==> config.mk <==
export PLATFORM = sky130hd
export DESIGN_NAME = cnn_accel_responder
export DESIGN_NICKNAME = d
export VERILOG_FILES = /design/src/rtl/cnn_accel_responder.sv
export SDC_FILE = /design/constraint.sdc
export NUM_CORES = 1
export LEC_CHECK = 0
export CAP_MARGIN = 20
export CORE_UTILIZATION = 25
export DETAILED_ROUTE_END_ITERATION = 8
export DONT_BUFFER_PORTS = 1
export GPL_ROUTABILITY_DRIVEN = 0
export GPL_TIMING_DRIVEN = 0
export PLACE_DENSITY = 0.44
export SLEW_MARGIN = 20
export SYNTH_ARGS = -nofsm -noshare
export SYNTH_HDL_FRONTEND = slang
export SYNTH_SLANG_ARGS = --single-unit
==> constraint.sdc <==
create_clock -name clk -period 2.3 [get_ports clk]
set_clock_uncertainty 0.2 [all_clocks]
set_input_delay 0.575 -clock clk [delete_from_list [all_inputs] [get_ports clk]]
set_output_delay 0.575 -clock clk [all_outputs]
set_load 0.005 [all_outputs]
==> src/rtl/cnn_accel_responder.sv <==
// cnn_accel_responder
// Services accelerator instructions sitting in the EX slot. The front of the
// pipeline is frozen while a command is handed to the CNN core over a req/ack
// handshake. The bench returns the CNN result (or an all-ones value after a
// timeout) as a single-cycle writeback into the EX/MEM register.

module cnn_accel_responder #(
  parameter int TIMEOUT = 1024,
  parameter int TMO_W   = 11
) (
  input  logic        clk,
  input  logic        reset,
  input  logic        id_ex_is_accel,
  input  logic [31:0] id_ex_instr,
  input  logic [31:0] id_ex_rs1,
  input  logic [31:0] id_ex_rs2,
  input  logic [4:0]  id_ex_rd,
  input  logic        id_ex_rd_valid,
  output logic        stall,
  output logic        cnn_req,
  input  logic        cnn_ack,
  output logic [2:0]  cnn_op,
  output logic [31:0] cnn_arg0,
  output logic [31:0] cnn_arg1,
  input  logic        cnn_done,
  input  logic [31:0] cnn_result,
  output logic [31:0] ex_val,
  output logic [4:0]  ex_rd,
  output logic        ex_valid,
  output logic        ex_is_cnn,
  output logic        timeout_err
);

  typedef enum logic [1:0] {
    IDLE = 2'd0,
    REQ  = 2'd1,
    WAIT = 2'd2,
    RESP = 2'd3
  } state_t;

  localparam logic [TMO_W-1:0] TMO_LAST = TMO_W'(TIMEOUT - 1);

  state_t           state;
  logic [TMO_W-1:0] tmo_cnt;
  logic [4:0]       rd_q;
  logic             rd_valid_q;

  // The instruction is held in ID/EX while it is outstanding. RESP releases it.
  assign stall = ((state == IDLE) && id_ex_is_accel) ||
                 (state == REQ) || (state == WAIT);

  // The sequencer and all registered outputs. The writeback fields are
  // loaded on the edge into RESP, so they are valid for exactly that cycle.
  always_ff @(posedge clk) begin
    if (reset) begin
      state       <= IDLE;
      tmo_cnt     <= '0;
      rd_q        <= '0;
      rd_valid_q  <= 1'b0;
      cnn_req     <= 1'b0;
      cnn_op      <= '0;
      cnn_arg0    <= '0;
      cnn_arg1    <= '0;
      ex_val      <= '0;
      ex_rd       <= '0;
      ex_valid    <= 1'b0;
      ex_is_cnn   <= 1'b0;
      timeout_err <= 1'b0;
    end else begin
      ex_val    <= '0;
      ex_rd     <= '0;
      ex_valid  <= 1'b0;
      ex_is_cnn <= 1'b0;

      case (state)
        IDLE: begin
          if (id_ex_is_accel) begin
            cnn_op     <= id_ex_instr[14:12];
            cnn_arg0   <= id_ex_rs1;
            cnn_arg1   <= id_ex_rs2;
            rd_q       <= id_ex_rd;
            rd_valid_q <= id_ex_rd_valid;
            cnn_req    <= 1'b1;
            tmo_cnt    <= '0;
            state      <= REQ;
          end
        end

        REQ: begin
          tmo_cnt <= tmo_cnt + 1'b1;
          if (cnn_ack) begin
            cnn_req <= 1'b0;
            if (cnn_done) begin
              ex_val    <= cnn_result;
              ex_rd     <= rd_valid_q ? rd_q : 5'd0;
              ex_valid  <= 1'b1;
              ex_is_cnn <= 1'b1;
              state     <= RESP;
            end else begin
              state <= WAIT;
            end
          end else if (tmo_cnt == TMO_LAST) begin
            cnn_req     <= 1'b0;
            timeout_err <= 1'b1;
            ex_val      <= 32'hFFFF_FFFF;
            ex_rd       <= rd_valid_q ? rd_q : 5'd0;
            ex_valid    <= 1'b1;
            ex_is_cnn   <= 1'b1;
            state       <= RESP;
          end
        end

        WAIT: begin
          tmo_cnt <= tmo_cnt + 1'b1;
          if (cnn_done) begin
            ex_val    <= cnn_result;
            ex_rd     <= rd_valid_q ? rd_q : 5'd0;
            ex_valid  <= 1'b1;
            ex_is_cnn <= 1'b1;
            state     <= RESP;
          end else if (tmo_cnt == TMO_LAST) begin
            timeout_err <= 1'b1;
            ex_val      <= 32'hFFFF_FFFF;
            ex_rd       <= rd_valid_q ? rd_q : 5'd0;
            ex_valid    <= 1'b1;
            ex_is_cnn   <= 1'b1;
            state       <= RESP;
          end
        end

        RESP: begin
          state <= IDLE;
        end

        default: begin
          state   <= IDLE;
          cnn_req <= 1'b0;
        end
      endcase
    end
  end

endmodule
==> results of run 1 <==
[path summary, 6_finish.rpt]
kind	slack (ps)	endpoint	from	cells after the start
worst max-delay path	90	stall	state[0]$_SDFFE_PP0P_	6
worst min-delay path	90	ex_val[31]$_SDFF_PP0_	cnn_result[31]	1
worst max register to register	150	ex_val[7]$_SDFF_PP0_	tmo_cnt[0]$_SDFFE_PP0P_	7
worst min register to register	250	rd_q[2]$_SDFFE_PP0P_	rd_q[2]$_SDFFE_PP0P_	2
[layer usage]
metal | routed length, µm | up-vias
met5 | 0 | -
met2 | 6370 | 167
met1 | 4740 | 1706
met4 | 141 | 0
li1 | - | 1773
met3 | 1540 | 9
[power by group]
group | leakage (nW) | internal [mW] | switching [mW] | total, mW
sequential | 1.03 | 2.33 | 0.122 | 2.45
combinational | 0.746 | 0.224 | 0.431 | 0.654
clock | 0.292 | 1.79 | 0.953 | 2.74
total | 2.07 | 4.34 | 1.51 | 5.85
[metrics by stage]
step	power, mW	instance area (µm²)	TNS (ps)	util [%]
2_1_floorplan	2.90	4540	0	-
3_3_place_gp	3.08	4820	-11210	27.5
3_5_place_dp	3.10	4820	-13830	27.5
4_1_cts	5.92	5500	0	31.4
5_1_grt	6.15	5550	-0.466	31.6
6_report	5.85	5550	0	31.6
[state kept, by name, indices dropped and copies added, names as in the netlist]
signal / cells
cnn_arg1: 32
ex_val: 32
cnn_arg0: 32
rd_valid_q: 1
state: 2
tmo_cnt: 11
timeout_err: 1
ex_is_cnn: 1
cnn_op: 3
rd_q: 5
ex_rd: 5
cnn_req: 1
[Yosys cell counts, drive strengths merged]
cell type / number
nand2: 155
dfxtp: 126
a21oi: 82
a31o: 31
clkbuf: 21
buf: 17
nor2: 11
inv: 7
xnor2: 6
and4: 5
ha: 5
nor3: 5
nor4: 5
o21ai: 4
a21o: 3
nand2b: 3
or3: 3
and2: 2
nand3: 2
nand3b: 2
or2: 2
a2111oi: 1
a211oi: 1
a31oi: 1
a32oi: 1
and2b: 1
mux2i: 1
nand4: 1
nor3b: 1
nor4b: 1
o211a: 1
o21a: 1
o21ba: 1
o31ai: 1
or2b: 1
[repair_timing]
action | CTS | global route
gates resized for setup | 16 | 9
setup endpoints to repair | 99 | 39
endpoints found under the hold margin | 0 | 0
buffers inserted | 3 | 3
pin swaps | 1 | 2
[layout make-up]
class	instances	area share, %
sequential	126	45.6
multi-input combinational	340	33.4
clock buffer	22	8.55
tap	225	5.07
buffer	36	3.52
clock inverter	10	2.46
timing repair buffer	6	0.812
inverter	7	0.564
[logic make-up (layout without fill, tap and decap cells)]
kind of cell	count (synthesis)	count (layout)	synth area share [%]
AND/OR/NAND/NOR	200	200	19.8
AO/OA/AOI/OAI	128	128	17.4
flip-flops	126	126	55.5
buffers and inverters	45	81	4.49
XOR/XNOR	6	6	1.16
adder cells (fa/ha/maj)	5	5	1.38
multiplexers	1	1	0.220
==> impl_metrics.csv, run 1 <==
group,metric,value,unit
clock_tree,ctsRootBufferMaster,"clkbuf_16",
critical_path,path_class,"flop to output port",
logic_synthesis,syn_inst,511,
grt,grt_pass1_wl,19300,µm
sta,fmax,453,MHz
die,dieArea,18700,µm²
power_and_ir_drop,power_density,1050,nW/µm²
drt,drt-total-wl,12800,µm
clock_tree,cts.reportedPaths.clkPinSlew,60,ps
sta,drv_slew,0,
final_layout,final_cell_mix,"nand2_1, dfxtp_1, a21oi_1",
power_and_ir_drop,vdd_drop_max,598,µV
critical_path,path_buf_inv,3,
placed_design,port_buffers,0,
clock_tree,cts.sinks,126,
final_layout,ff_latch_area,2530,µm²
die,die_y,137,µm
critical_path,slowest_delay,380,ps
final_layout,num-fill-cells,1858,
sta,hold_viol,0,
placed_design,dp_cells,736,
logic_synthesis,netlist.area_leader.share,55.5,%
drt,drt-wirelength-per-cell,16.6,µm
drt,dr.first_iter.drc_count,118,
drt,dr.pass1.iters,4,
final_layout,multi_input_area,1860,µm²
grt,top_usage_layer,"met2",
final_layout,drive_gt1_share,11.7,%
logic_synthesis,ys.warnings.count,0,
drt,antenna_left,0,
logic_synthesis,ys_ff_latch,126,
placed_design,dp_hpwl,9600,µm
critical_path,critical_path_arrival,1430,ps
logic_synthesis,ys_types,41,
critical_path,cp_cell_sequence,"inv_4 -> ha_4 -> nand2_2 -> clkbuf_8 -> clkbuf_8 -> nand2_1",
logic_synthesis,synth_area_leaders,"dfxtp_1, nand2_1, a21oi_1",
grt,first_global_vias,3749,
die,rows,48,
sta,max_slew_margin,51.6,%
drt,vias_per_cell,4.73,
critical_path,cp_slowest_cell,"dfxtp_4",
sta,period_share,95.9,%
power_and_ir_drop,power_leakage,2.07,nW
min_path,hp-class,"input pin to flop",
grt,met1_usage,14.2,%
final_layout,fin_nets,678,
critical_path,crit_path_frequent_cell,"clkbuf_8",
logic_synthesis,avgSynthCellArea,8.89,µm²
critical_path,cp_top_family,"flip-flops",
grt,grt_max_degree,17,
logic_synthesis,synth_seq_area_share,55.5,%
final_layout,diodes,0,
final_layout,final_cell_count_no_fill,772,
logic_synthesis,synth_nets,655,
clock_tree,insertion_delay,410,ps
sta,fin_crit,2210,ps
clock_tree,tritoncts,"done",
sta,setup_slack,94.9,ps
clock_tree,ctsHoldBuffers,0,
sta,whs,85.9,ps
drt,route.detailed.drc,0,
critical_path,critPathCaptureType,"output port",
final_layout,layout_commonest_cell,"nand2_1",
grt,grt-ovfl-total,0,
critical_path,cp.required,1520,ps
grt,globalRouteMet3Util,8.04,%
die,initial_core_util,25.9,%
clock_tree,cts-htree-levels,4,
clock_tree,ctsLongestPathBuffers,2,
outcome,status,"finished, final reports clean",
die,die_w,137,µm
die,io_pins,248,
placed_design,pre_cts_slack,-471,ps
drt,vias,3655,
sta,worstMarginPinSlew,726,ps
critical_path,cp_max_fo,10,
grt,grt_use_met2,23.6,%
die,core_area,17500,µm²
grt,antenna_found_initial,0,
job,drv_cap,0,
clock_tree,cts_buffers,17,
logic_synthesis,yosysTopAreaCell,"dfxtp_1",
logic_synthesis,syn_area,4540,µm²
grt,grt_usage,13.9,%
final_layout,area_growth,22.2,%
sta,setup_viol,0,
critical_path,cp-start-kind,"flop",
No activity file was read; power rests on OpenSTA's default activity.
==> run 2: changes to the inputs <==
- clock period: 2.3 -> 2.5 ns (I/O delays scaled with it)
==> run 2 against run 1 <==
Effect of this change:
- count of clock-buffer cells in the layout did not move
- first-iteration DRC count fell by 3.4%
- via count fell by 0.52%
- register-to-register slack improved by 40 ps
- design area fell by 1.1%
- total power fell by 8.7%
- combinational power fell by 13%
- worst hold slack improved by 52 ps
- die area did not move
- highest routed layer unchanged
==> impl_metrics.csv, run 2 (synthesis results as in run 1) <==
group,metric,value,unit
critical_path,r2r_end,"ex_val[27]$_SDFF_PP0_",
die,initial_core_util,25.9,%
drt,vias,3636,
critical_path,path_class,"flop to output port",
placed_design,dp_cells,736,
min_path,min_delay_path_depth,1,
critical_path,cp.required,1670,ps
sta,whs,137,ps
clock_tree,ctsRootBufferMaster,"clkbuf_16",
power_and_ir_drop,power_leakage,2.03,nW
grt,grt_use_met2,23.5,%
sta,setup_slack,182,ps
die,core_area,17500,µm²
sta,fin_crit,2320,ps
sta,drv_slew,0,
grt,met1_usage,14.0,%
final_layout,reg_top3,"cnn_arg0 (32), cnn_arg1 (32), ex_val (32)",
sta,period_share,92.7,%
drt,route.detailed.drc,0,
placed_design,pre_cts_slack,-321,ps
grt,grt-ovfl-total,0,
min_path,hold_start,"cnn_result[31]",
job,drv_cap,0,
final_layout,layout_commonest_cell,"nand2_1",
clock_tree,cts.reportedPaths.clkPinSlew,60,ps
sta,fmax,431,MHz
drt,drt-total-wl,12700,µm
power_and_ir_drop,internal_power,3.96,mW
power_and_ir_drop,power_density,973,nW/µm²
sta,max_slew_margin,52.2,%
power_and_ir_drop,p_sw,1.38,mW
grt,grt_usage,13.8,%
power_and_ir_drop,combPwrFrac,10.6,%
critical_path,crit-reg2reg-launch,"tmo_cnt[0]$_SDFFE_PP0P_",
die,dieArea,18700,µm²
final_layout,diodes,0,
final_layout,fin_nets,672,
sta,setup_viol,0,
die,die_w,137,µm
outcome,status,"finished, final reports clean",
sta,hold_viol,0,
placed_design,dp_hpwl,9600,µm
clock_tree,tritoncts,"done",
clock_tree,insertion_delay,410,ps
die,die_y,137,µm
die,io_pins,248,
min_path,min_to,"ex_val[31]$_SDFF_PP0_",
min_path,hp-class,"input pin to flop",
final_layout,area_growth,20.8,%
critical_path,rrSetupSlack,190,ps
critical_path,cp-start-kind,"flop",
placed_design,port_buffers,0,
grt,top_usage_layer,"met2",
sta,worstMarginPinSlew,717,ps
drt,antenna_left,0,
sta,rsz0062_at_grt,"no",
power_and_ir_drop,vdd_drop_max,550,µV
clock_tree,ctsHoldBuffers,0,
grt,grt_pass1_wl,19100,µm
drt,drt-wirelength-per-cell,16.6,µm
final_layout,final_cell_count_no_fill,766,
die,rows,48,
clock_tree,cts_buffers,17,
clock_tree,ctsLongestPathBuffers,2,
drt,dr.first_iter.drc_count,114,
critical_path,critPathCaptureType,"output port",
grt,antenna_found_initial,0,
critical_path,critical_path_arrival,1490,ps
clock_tree,cts-htree-levels,4,
final_layout,drive_gt1_share,9.61,%
power_and_ir_drop,pwr-share-clk,47.2,%
power_and_ir_drop,p_sw_share,25.8,%
critical_path,cp_max_fo,8,
grt,first_global_vias,3727,
drt,vias_per_cell,4.75,
final_layout,final_cell_mix,"nand2_1, dfxtp_1, a21oi_1",
grt,grt_max_degree,22,
clock_tree,cts.sinks,126,
grt,globalRouteMet3Util,8.04,%
drt,dr.pass1.iters,4,
critical_path,ff2ff_path_depth,6,
power_and_ir_drop,p_seq_share,42.2,%
## run 2: how the worst max path moves through the flow
stage,from,endpoint,slack (ps),depth (start not counted)
6_report,state[1]$_SDFFE_PP0P_,stall,180,5
5_1_grt,state[1]$_SDFFE_PP0P_,stall,2,5
4_1_cts,state[0]$_SDFFE_PP0P_,stall,4,4
3_5_place_dp,state[0]$_SDFFE_PP0P_,stall,-320,6
3_3_place_gp,state[0]$_SDFFE_PP0P_,stall,-270,6
2_1_floorplan,state[0]$_SDFFE_PP0P_,stall,260,6
## run 2: routing by layer
| metal | vias up | wire length (µm) | share of wire (%) |
|---|---|---|---|
| met1 | 1699 | 4750 | 37 |
| met5 | - | 0 | 0 |
| met2 | 170 | 6270 | 49 |
| li1 | 1757 | - | - |
| met4 | 0 | 155 | 1.2 |
| met3 | 10 | 1510 | 12 |
## run 2: worst max-delay path, cell delays in order (launching register included)
cell	delay [ps]
dfxtp_1	370
inv_1	90
ha_1	180
clkbuf_1	180
nor2_1	170
nand2_1	90
## run 2: cell type report
class                      instances  area [µm²]
clock inverter                    10         136
buffer                            35         168
sequential                       126        2520
fill                            1857       12100
clock buffer                      22         474
inverter                           7        26.3
timing repair buffer               1        20.0
multi-input combinational        340        1860
tap                              225         282
## run 2: through the flow
step / TNS (ps) / area (µm²) / utilization (%) / total power, mW
2_1_floorplan: 0 / 4540 / - / 2.67
3_3_place_gp: -384 / 4820 / 27.5 / 2.83
3_5_place_dp: -1150 / 4820 / 27.5 / 2.86
4_1_cts: 0 / 5440 / 31.0 / 5.41
5_1_grt: 0 / 5490 / 31.3 / 5.62
6_report: 0 / 5490 / 31.3 / 5.34
## run 2: timing repair
item / CTS / global route
setup buffers: 0 / 1
gates resized for setup: 3 / 7
pin swaps: 0 / 1
gates cloned: 0 / 0
setup endpoints to repair: 43 / 63
## run 2: power groups by stage
stage,clock (mW),combinational (mW),sequential [mW]
final,2.52,0.567,2.25
after detailed placement,0,0.557,2.30
after global placement,0,0.536,2.30
after global routing,2.69,0.655,2.27
after floorplan,0,0.411,2.26
after CTS,2.60,0.562,2.26
